File: config.mk
export PLATFORM = sky130hd
export DESIGN_NAME = mem_access_unit
export DESIGN_NICKNAME = d
export VERILOG_FILES = /design/src/rtl/mem_access_unit.sv
export SDC_FILE = /design/constraint.sdc
export NUM_CORES = 1
export LEC_CHECK = 0
export ABC_AREA = 1
export CAP_MARGIN = 30
export CORE_MARGIN = 2
export CORE_UTILIZATION = 54
export CTS_CLUSTER_SIZE = 12
export DETAILED_ROUTE_END_ITERATION = 8
export PLACE_DENSITY_LB_ADDON = 0.2
export SETUP_SLACK_MARGIN = 0.2
export SLEW_MARGIN = 0
export SYNTH_ARGS = -nofsm -noshare
export SYNTH_HDL_FRONTEND = slang
export SYNTH_SLANG_ARGS = --single-unit
File: constraint.sdc
create_clock -name clk -period 6 [get_ports clk]
set_input_delay 1.2 -clock clk [delete_from_list [all_inputs] [get_ports clk]]
set_output_delay 1.2 -clock clk [all_outputs]
set_load 0.1 [all_outputs]
File: src/rtl/mem_access_unit.sv
// Byte-serial load/store sequencer between the execute stage and a byte-wide data memory.
// Transfers are big-endian: the lowest address carries the most significant byte.
module mem_access_unit #(
    parameter int ADDR_W = 32
) (
    input  logic              clk,
    input  logic              rst,
    input  logic              req_valid,
    output logic              req_ready,
    input  logic              req_wr,
    input  logic [1:0]        req_size,
    input  logic              req_signed,
    input  logic [ADDR_W-1:0] req_addr,
    input  logic [31:0]       req_wdata,
    output logic              resp_valid,
    output logic [31:0]       resp_rdata,
    output logic              resp_err,
    output logic [ADDR_W-1:0] mem_addr,
    output logic [7:0]        mem_wdata,
    output logic              mem_we,
    input  logic [7:0]        mem_rdata
);

    typedef enum logic [1:0] {
        IDLE  = 2'd0,
        ISSUE = 2'd1,
        LAST  = 2'd2,
        RESP  = 2'd3
    } state_t;

    state_t              state_q, state_d;
    logic [1:0]          cnt_q, cnt_d;
    logic                wr_q, wr_d;
    logic [1:0]          size_q, size_d;
    logic                sgn_q, sgn_d;
    logic [ADDR_W-1:0]   base_q, base_d;
    logic [31:0]         wdata_q, wdata_d;
    logic [31:0]         asm_q, asm_d;
    logic                resp_valid_q, resp_valid_d;
    logic                resp_err_q, resp_err_d;
    logic [31:0]         resp_rdata_q, resp_rdata_d;

    logic                accept_s;
    logic                misaligned_s;
    logic [1:0]          last_idx_s;
    logic [1:0]          byte_sel_s;
    logic [31:0]         asm_shift_s;

    function automatic logic is_misaligned(input logic [1:0] size, input logic [1:0] lsb);
        logic bad;
        case (size)
            2'b00:   bad = 1'b0;
            2'b01:   bad = lsb[0];
            2'b10:   bad = (lsb != 2'b00);
            default: bad = 1'b1;
        endcase
        return bad;
    endfunction

    function automatic logic [31:0] load_extend(input logic [31:0] raw, input logic [1:0] size,
                                                input logic sgn);
        logic [31:0] res;
        case (size)
            2'b00:   res = {{24{sgn & raw[7]}}, raw[7:0]};
            2'b01:   res = {{16{sgn & raw[15]}}, raw[15:0]};
            default: res = raw;
        endcase
        return res;
    endfunction

    assign accept_s     = req_valid && (state_q == IDLE);
    assign misaligned_s = is_misaligned(req_size, req_addr[1:0]);
    // Index of the final byte: byte 0, half 1, word 3.
    assign last_idx_s   = {size_q[1], size_q[1] | size_q[0]};
    assign byte_sel_s   = last_idx_s - cnt_q;
    assign asm_shift_s  = {asm_q[23:0], mem_rdata};

    // State and datapath registers with synchronous reset.
    always_ff @(posedge clk) begin
        if (rst) begin
            state_q      <= IDLE;
            cnt_q        <= 2'd0;
            wr_q         <= 1'b0;
            size_q       <= 2'b00;
            sgn_q        <= 1'b0;
            base_q       <= '0;
            wdata_q      <= 32'd0;
            asm_q        <= 32'd0;
            resp_valid_q <= 1'b0;
            resp_err_q   <= 1'b0;
            resp_rdata_q <= 32'd0;
        end else begin
            state_q      <= state_d;
            cnt_q        <= cnt_d;
            wr_q         <= wr_d;
            size_q       <= size_d;
            sgn_q        <= sgn_d;
            base_q       <= base_d;
            wdata_q      <= wdata_d;
            asm_q        <= asm_d;
            resp_valid_q <= resp_valid_d;
            resp_err_q   <= resp_err_d;
            resp_rdata_q <= resp_rdata_d;
        end
    end

    // Next-state logic.
    always_comb begin
        state_d = state_q;
        case (state_q)
            IDLE: begin
                if (accept_s) begin
                    state_d = misaligned_s ? RESP : ISSUE;
                end else begin
                    state_d = IDLE;
                end
            end
            ISSUE: begin
                if (cnt_q == last_idx_s) begin
                    state_d = LAST;
                end else begin
                    state_d = ISSUE;
                end
            end
            LAST:    state_d = RESP;
            RESP:    state_d = IDLE;
            default: state_d = IDLE;
        endcase
    end

    // Request latch, byte counter, load assembly and registered response.
    always_comb begin
        cnt_d        = cnt_q;
        wr_d         = wr_q;
        size_d       = size_q;
        sgn_d        = sgn_q;
        base_d       = base_q;
        wdata_d      = wdata_q;
        asm_d        = asm_q;
        resp_valid_d = 1'b0;
        resp_err_d   = 1'b0;
        resp_rdata_d = 32'd0;
        case (state_q)
            IDLE: begin
                if (accept_s) begin
                    cnt_d   = 2'd0;
                    wr_d    = req_wr;
                    size_d  = req_size;
                    sgn_d   = req_signed;
                    base_d  = req_addr;
                    wdata_d = req_wdata;
                    asm_d   = 32'd0;
                    if (misaligned_s) begin
                        resp_valid_d = 1'b1;
                        resp_err_d   = 1'b1;
                    end else begin
                        resp_valid_d = 1'b0;
                    end
                end else begin
                    cnt_d = cnt_q;
                end
            end
            ISSUE: begin
                if (cnt_q != last_idx_s) begin
                    cnt_d = cnt_q + 2'd1;
                end else begin
                    cnt_d = cnt_q;
                end
                // Byte issued in the previous cycle arrives now.
                if (!wr_q && (cnt_q != 2'd0)) begin
                    asm_d = asm_shift_s;
                end else begin
                    asm_d = asm_q;
                end
            end
            LAST: begin
                resp_valid_d = 1'b1;
                if (!wr_q) begin
                    asm_d        = asm_shift_s;
                    resp_rdata_d = load_extend(asm_shift_s, size_q, sgn_q);
                end else begin
                    resp_rdata_d = 32'd0;
                end
            end
            RESP:    resp_valid_d = 1'b0;
            default: resp_valid_d = 1'b0;
        endcase
    end

    // Memory-side and handshake outputs decoded from registered state.
    always_comb begin
        req_ready = (state_q == IDLE);
        mem_addr  = '0;
        mem_wdata = 8'd0;
        mem_we    = 1'b0;
        case (state_q)
            ISSUE: begin
                mem_addr = base_q + ADDR_W'(cnt_q);
                if (wr_q) begin
                    mem_wdata = wdata_q[{byte_sel_s, 3'b000} +: 8];
                    mem_we    = !rst;
                end else begin
                    mem_wdata = 8'd0;
                end
            end
            LAST:    mem_addr = base_q + ADDR_W'(cnt_q);
            default: mem_addr = '0;
        endcase
    end

    assign resp_valid = resp_valid_q;
    assign resp_err   = resp_err_q;
    assign resp_rdata = resp_rdata_q;

endmodule
==> impl_metrics.csv, run 1 <==
group,metric,value,unit
hold_path,hold_path_class,"reg2reg",
routing,wire_per_inst,13.0,um
power,powerDensity,464,nW/um^2
global_routing,grt_use_total,26.2,%
yosys,synth.distinct_cells,37,
sta,setup_tns,0,ns
routing,vias_per_cell,4.95,
power,finalPower,3890,uW
yosys,yosysTopAreaCell,"dfxtp_1",
yosys,synth_area_per_cell,6.69,sq um
yosys,synthFlopType,"dfxtp_1",
worst_setup_path,crit_type,"reg2out",
routing,drc,0,
global_routing,gr-total-overflow,0,
cts,clk_latency,0.42,ns
yosys,ys.warnings.count,0,
worst_setup_path,cpPeakStageDelay,1.14,ns
floorplan,row_count,39,
worst_setup_path,critPathMaxFanout,9,
outcome,outcome,"finished, final reports clean",
floorplan,start_util,55.2,%
cells_and_area,regArea,2600,sq um
yosys,seq_area_frac_synth,41.3,%
routing,route.vias.total,6093,
floorplan,core-area,11400,sq um
yosys,synth.area.top_cells,"dfxtp_1, nor2_1, nand2_1, o21ai_0, inv_1",
global_routing,grt_pass1_vias,5617,
cts,htree_num_levels,4,
floorplan,die_y,112,um
sta,worst_pin_slew,1.03,ns
yosys,synth_edf_count,0,
worst_setup_path,required,4.80,ns
cells_and_area,postLayoutCoreUtil,73.5,%
cells_and_area,layout_commonest_cell,"nor2_1",
cts,root_buffer,"clkbuf_16",
floorplan,io_pins,155,
routing,postRouteAntennaNets,0,
worst_setup_path,cp_slowest_cell,"clkdlybuf4s50_1",
worst_setup_path,crit_path_start_kind,"flip-flop",
placed_design,portBuffers,154,
yosys,ys_async_sr_fraction,0,%
yosys,yosysTopAreaCellShare,41.3,%
cells_and_area,drive_gt1_share,6.15,%
routing,wirelength,16100,um
cts,clockBufferDepth,2,
routing,drt_iter0_markers,349,
power,internal_power,2120,uW
job,maxCapViolations,0,
cells_and_area,final_cell_mix,"nor2_1, nand2_1, clkdlybuf4s50_1, dfxtp_1, o21ai_0",
yosys,synth_area,6300,sq um
routing,firstDrtPassIters,4,
yosys,ys_ff_latch,130,
yosys,netlist_instances,941,
sta,min_period_over_period,77.5,%
cts,ctsHoldBuffers,0,
power,p_switching,1770,uW
yosys,syn_nets,1030,
floorplan,dieArea,12500,sq um
power,leakage,0.00375,uW
sta,fmax,215,MHz
worst_setup_path,path_cells,"inv_1 > fa_1 > nor2_2 > nand2_1 > nor2_4 > o21ai_0 > a21oi_1 > clkdlybuf4s50_1",
floorplan,die_w,112,um
cts,clock_sinks,130,
cells_and_area,areaGrowthSynthToFinish,33.3,%
sta,fin_crit,4.65,ns
power,p_seq_share,31.8,%
power,combPwrFrac,43.8,%
worst_setup_path,end_kind,"output pin",
cells_and_area,multi_input_area,3070,sq um
cells_and_area,antenna_cells,0,
sta,slew-limit-headroom,30.9,%
power,ir_worst_vdd,0.000340,V
sta,finalSetupViolations,0,
power,sw_frac_of_total,45.5,%
cts,post_cts_resized,0,
placed_design,finalWeightedCongestion,0.928,
sta,slew_violations,0,
global_routing,grt_pass1_wl,26300,um
global_routing,grt_max_degree,87,
sta,hold_viol,0,
cts,clkTransAtPathRegs,0.06,ns
cells_and_area,fill_cells,1001,
cts,post-cts-setup-buffer-count,0,
cells_and_area,nNetsFinal,1166,
global_routing,antenna_found_initial,0,
cts,cts_made_buffers,17,
worst_setup_path,critPathArrivalTime,3.45,ns
power,power_frac_clock,24.4,%
sta,rsz0062_at_grt,"no",
placed_design,dp_hpwl,11500,um
cts,cts_tree,"yes",
sta,fin_skew,0.00728,ns
-- metrics by stage --
stage	cell area (sq um)	cells	hold slack [ns]	setup WS, ns
2_1_floorplan	6300	941	0.444	1.50
3_3_place_gp	7850	1201	0.457	1.74
3_5_place_dp	7850	1201	0.462	1.72
4_1_cts	8400	1232	0.470	1.32
5_1_grt	8400	1232	0.507	1.16
6_report	8400	1232	0.472	1.35
-- synthesized netlist by cell type (6+ instances only) --
cell type / instances
dfxtp_1: 130
nand2_2: 6
a21oi_1: 51
nand2_1: 178
nor2_1: 227
ha_1: 9
mux2i_1: 8
o21ai_0: 118
o21ai_1: 7
inv_1: 109
buf_2: 9
nand3_1: 17
clkbuf_1: 24
nor2_2: 7
-- cell type report --
| class | instances | share of cell area, % |
|---|---|---|
| Clock inverter | 10 | 1.03 |
| Inverter | 112 | 5.05 |
| Clock buffer | 21 | 5.48 |
| Tap cell | 143 | 2.13 |
| Multi-Input combinational cell | 657 | 36.5 |
| Sequential cell | 130 | 31.0 |
| Timing Repair Buffer | 159 | 18.8 |
-- state kept, by name, indices dropped and copies added (netlist names) --
name and cells:
asm_q 24, base_q 32, cnt_q 2, resp_err 1, resp_rdata 32, resp_valid 1, sgn_q 1, size_q 2
state_q 2, wdata_q 32, wr_q 1
-- cell families (layout without fill, tap and decap cells) --
kind of cell | after synthesis | after routing | share of synthesized area, %
XOR/XNOR | 6 | 6 | 0.834
adder cells (fa/ha/maj) | 10 | 10 | 2.11
buffers and inverters | 154 | 302 | 10.1
flip-flops | 130 | 130 | 41.3
AND/OR/NAND/NOR | 450 | 450 | 29.4
AO/OA/AOI/OAI | 183 | 183 | 15.0
multiplexers | 8 | 8 | 1.27
-- worst max-delay path, delay by kind of cell (launching register included) --
kind	cells	cell delay (ns)
AO/OA/AOI/OAI	2	0.23
adder cells (fa/ha/maj)	1	0.53
buffers and inverters	2	1.29
flip-flops	1	0.42
AND/OR/NAND/NOR	3	0.55
-- power groups by stage --
stage                     Combinational, uW  Clock (uW)  Sequential [uW]
after detailed placement               1710           0             1250
after global routing                   1870         999             1260
after floorplan                        1310           0             1270
after global placement                 1690           0             1240
final                                  1710         950             1240
after CTS                              1710         958             1230
-- layer usage --
| metal | global-route usage [%] | up-vias | part of all wire (%) |
|---|---|---|---|
| li1 | - | 3201 | - |
| met1 | 33.8 | 2704 | 45 |
| met2 | 42.2 | 166 | 46 |
| met3 | 6.75 | 22 | 5.9 |
| met4 | 10.4 | 0 | 2.2 |
| met5 | 0 | - | 0 |
-- final timing paths --
check | cells after the start | start | endpoint | slack [ns]
worst max register to register | 7 | state_q[1] | size_q[0] | 3.94
worst min register to register | 2 | base_q[31] | base_q[31] | 0.47
worst min-delay path | 2 | base_q[31] | base_q[31] | 0.47
worst max-delay path | 8 | cnt_q[1] | mem_addr[12] | 1.35
Power figures use the tool's default switching activity.
==> inputs of run 2 (changes only) <==
CORE_UTILIZATION = 50   (was 54)
clock period = 4.6 ns   (was 6 ns; I/O delays follow)
==> run 2 against run 1 <==
Net effect:
- first-iteration DRC count rose by 15%
- combinational power grew 29%
- sequential share of layout area increased by 0.083 points
- hold slack better by 0.0011 ns
- die area grew 7.7%
- via count is 1.0% higher
- worst setup slack lost 0.35 ns
- sequential power grew 30%
- global-route usage fell by 1.2 points
- critical path depth rose by 1
==> impl_metrics.csv, run 2 (synthesized netlist as in run 1, its figures left out) <==
group,metric,value,unit
cts,clkTransAtPathRegs,0.06,ns
cts,ctsHoldBuffers,0,
global_routing,grt_pass1_wl,26300,um
worst_setup_path,end_kind,"output pin",
placed_design,dp_hpwl,11500,um
global_routing,grt_max_degree,87,
routing,vias_per_cell,4.89,
sta,fmax,278,MHz
cells_and_area,fill_cells,1091,
cts,cts_tree,"yes",
cts,cts_made_buffers,17,
cts,clockBufferDepth,2,
global_routing,grt_use_total,24.9,%
sta,timing.final.ws_setup,1.00,ns
routing,postRouteAntennaNets,0,
floorplan,dieArea,13500,sq um
sta,min_period_over_period,78.2,%
placed_design,finalWeightedCongestion,0.956,
routing,route.vias.total,6154,
sta,fin_crit,3.60,ns
sta,rsz0062_at_grt,"no",
worst_setup_path,rr_endpoint,"wdata_q[0]",
hold_path,min_from,"base_q[31]",
cts,clk_latency,0.42,ns
worst_setup_path,r2r_start,"state_q[0]",
cells_and_area,antenna_cells,0,
cells_and_area,layout_commonest_cell,"nor2_1",
floorplan,die_w,116,um
cts,htree_num_levels,4,
floorplan,die_y,116,um
cells_and_area,drive_gt1_share,10.3,%
floorplan,start_util,51.8,%
worst_setup_path,critPathMaxFanout,9,
job,maxCapViolations,0,
placed_design,dpl_cell_area,7790,sq um
routing,drt_iter0_markers,400,
worst_setup_path,critPathArrivalTime,2.68,ns
cts,post_cts_resized,0,
sta,setup_tns,0,ns
placed_design,place_ws,1.45,ns
cts,root_buffer,"clkbuf_16",
global_routing,grt_pass1_vias,5528,
sta,slew-limit-headroom,33.1,%
power,leakage,0.00384,uW
power,ir_worst_vdd,0.000333,V
worst_setup_path,required,3.68,ns
worst_setup_path,r2r_cells,7,
cells_and_area,areaGrowthSynthToFinish,33.0,%
placed_design,portBuffers,154,
cells_and_area,nNetsFinal,1167,
sta,fin_skew,0.00605,ns
floorplan,row_count,40,
cts,clock_sinks,130,
sta,slew_violations,0,
sta,hold_viol,0,
cts,post-cts-setup-buffer-count,0,
worst_setup_path,crit_path_start_kind,"flip-flop",
hold_path,hold_path_class,"reg2reg",
cells_and_area,final_cell_area,8370,sq um
global_routing,antenna_found_initial,0,
worst_setup_path,crit_type,"reg2out",
worst_setup_path,ff2ff_setup_slack,2.43,ns
cells_and_area,final_cell_mix,"nor2_1, nand2_1, dfxtp_1, o21ai_0, clkdlybuf4s50_1",
routing,drc,0,
power,powerDensity,615,nW/um^2
routing,firstDrtPassIters,5,
routing,wire_per_inst,12.9,um
routing,wirelength,16200,um
floorplan,core-area,12200,sq um
outcome,outcome,"finished, final reports clean",
hold_path,min_path_cells,2,
sta,worst_pin_slew,1.00,ns
sta,finalSetupViolations,0,
global_routing,gr-total-overflow,0,
floorplan,io_pins,155,
hold_path,hold_end,"base_q[31]",
==> run 2: per-layer routing <==
layer	global-route usage, %	up-vias	part of all wire [%]
met5	0	-	0
met4	8.02	0	1.6
met3	6.80	18	7.8
met2	41.0	223	47
met1	31.9	2707	44
li1	-	3206	-
==> run 2: final cells by class <==
| class | count | area (sq um) | area share (%) |
|---|---|---|---|
| multi-input combinational | 657 | 3070 | 36.6 |
| sequential | 130 | 2600 | 31.1 |
| timing repair buffer | 160 | 1480 | 17.7 |
| clock buffer | 19 | 453 | 5.41 |
| inverter | 112 | 424 | 5.06 |
| tap | 168 | 210 | 2.51 |
| clock inverter | 13 | 135 | 1.61 |
==> run 2: per-stage QoR <==
stage	hold slack (ns)	power (uW)	util [%]	instances
detailed placement	0.466	3830	64.0	1227
floorplan	0.444	3360	-	941
global placement	0.457	3810	64.0	1227
finish	0.473	5150	68.9	1259
global route	0.507	5480	68.9	1259
CTS	0.474	5170	68.9	1259
==> run 2: power by group <==
part	internal, uW	switching (uW)	leakage, uW
sequential	1390	224	0.00107
clock	823	501	0.000277
combinational	591	1620	0.00250
==> run 2: worst max-delay path by stage <==
stage	startpoint	to
final	cnt_q[0]	mem_addr[12]
after global placement	cnt_q[0]	mem_addr[12]
after floorplan	cnt_q[1]	mem_addr[4]
after detailed placement	cnt_q[1]	mem_addr[12]
after CTS	cnt_q[1]	mem_addr[12]
after global routing	size_q[0]	mem_wdata[0]
==> run 2: worst max-delay path, cell delays in order, from the launching register on <==
cell     delay [ns]
dfxtp_1        0.38
ha_1           0.21
inv_1          0.06
fa_1           0.46
nor2_2         0.26
nand2_1        0.14
nor2_4         0.20
o21ai_0        0.11
a21oi_1        0.14
buf_4          0.30
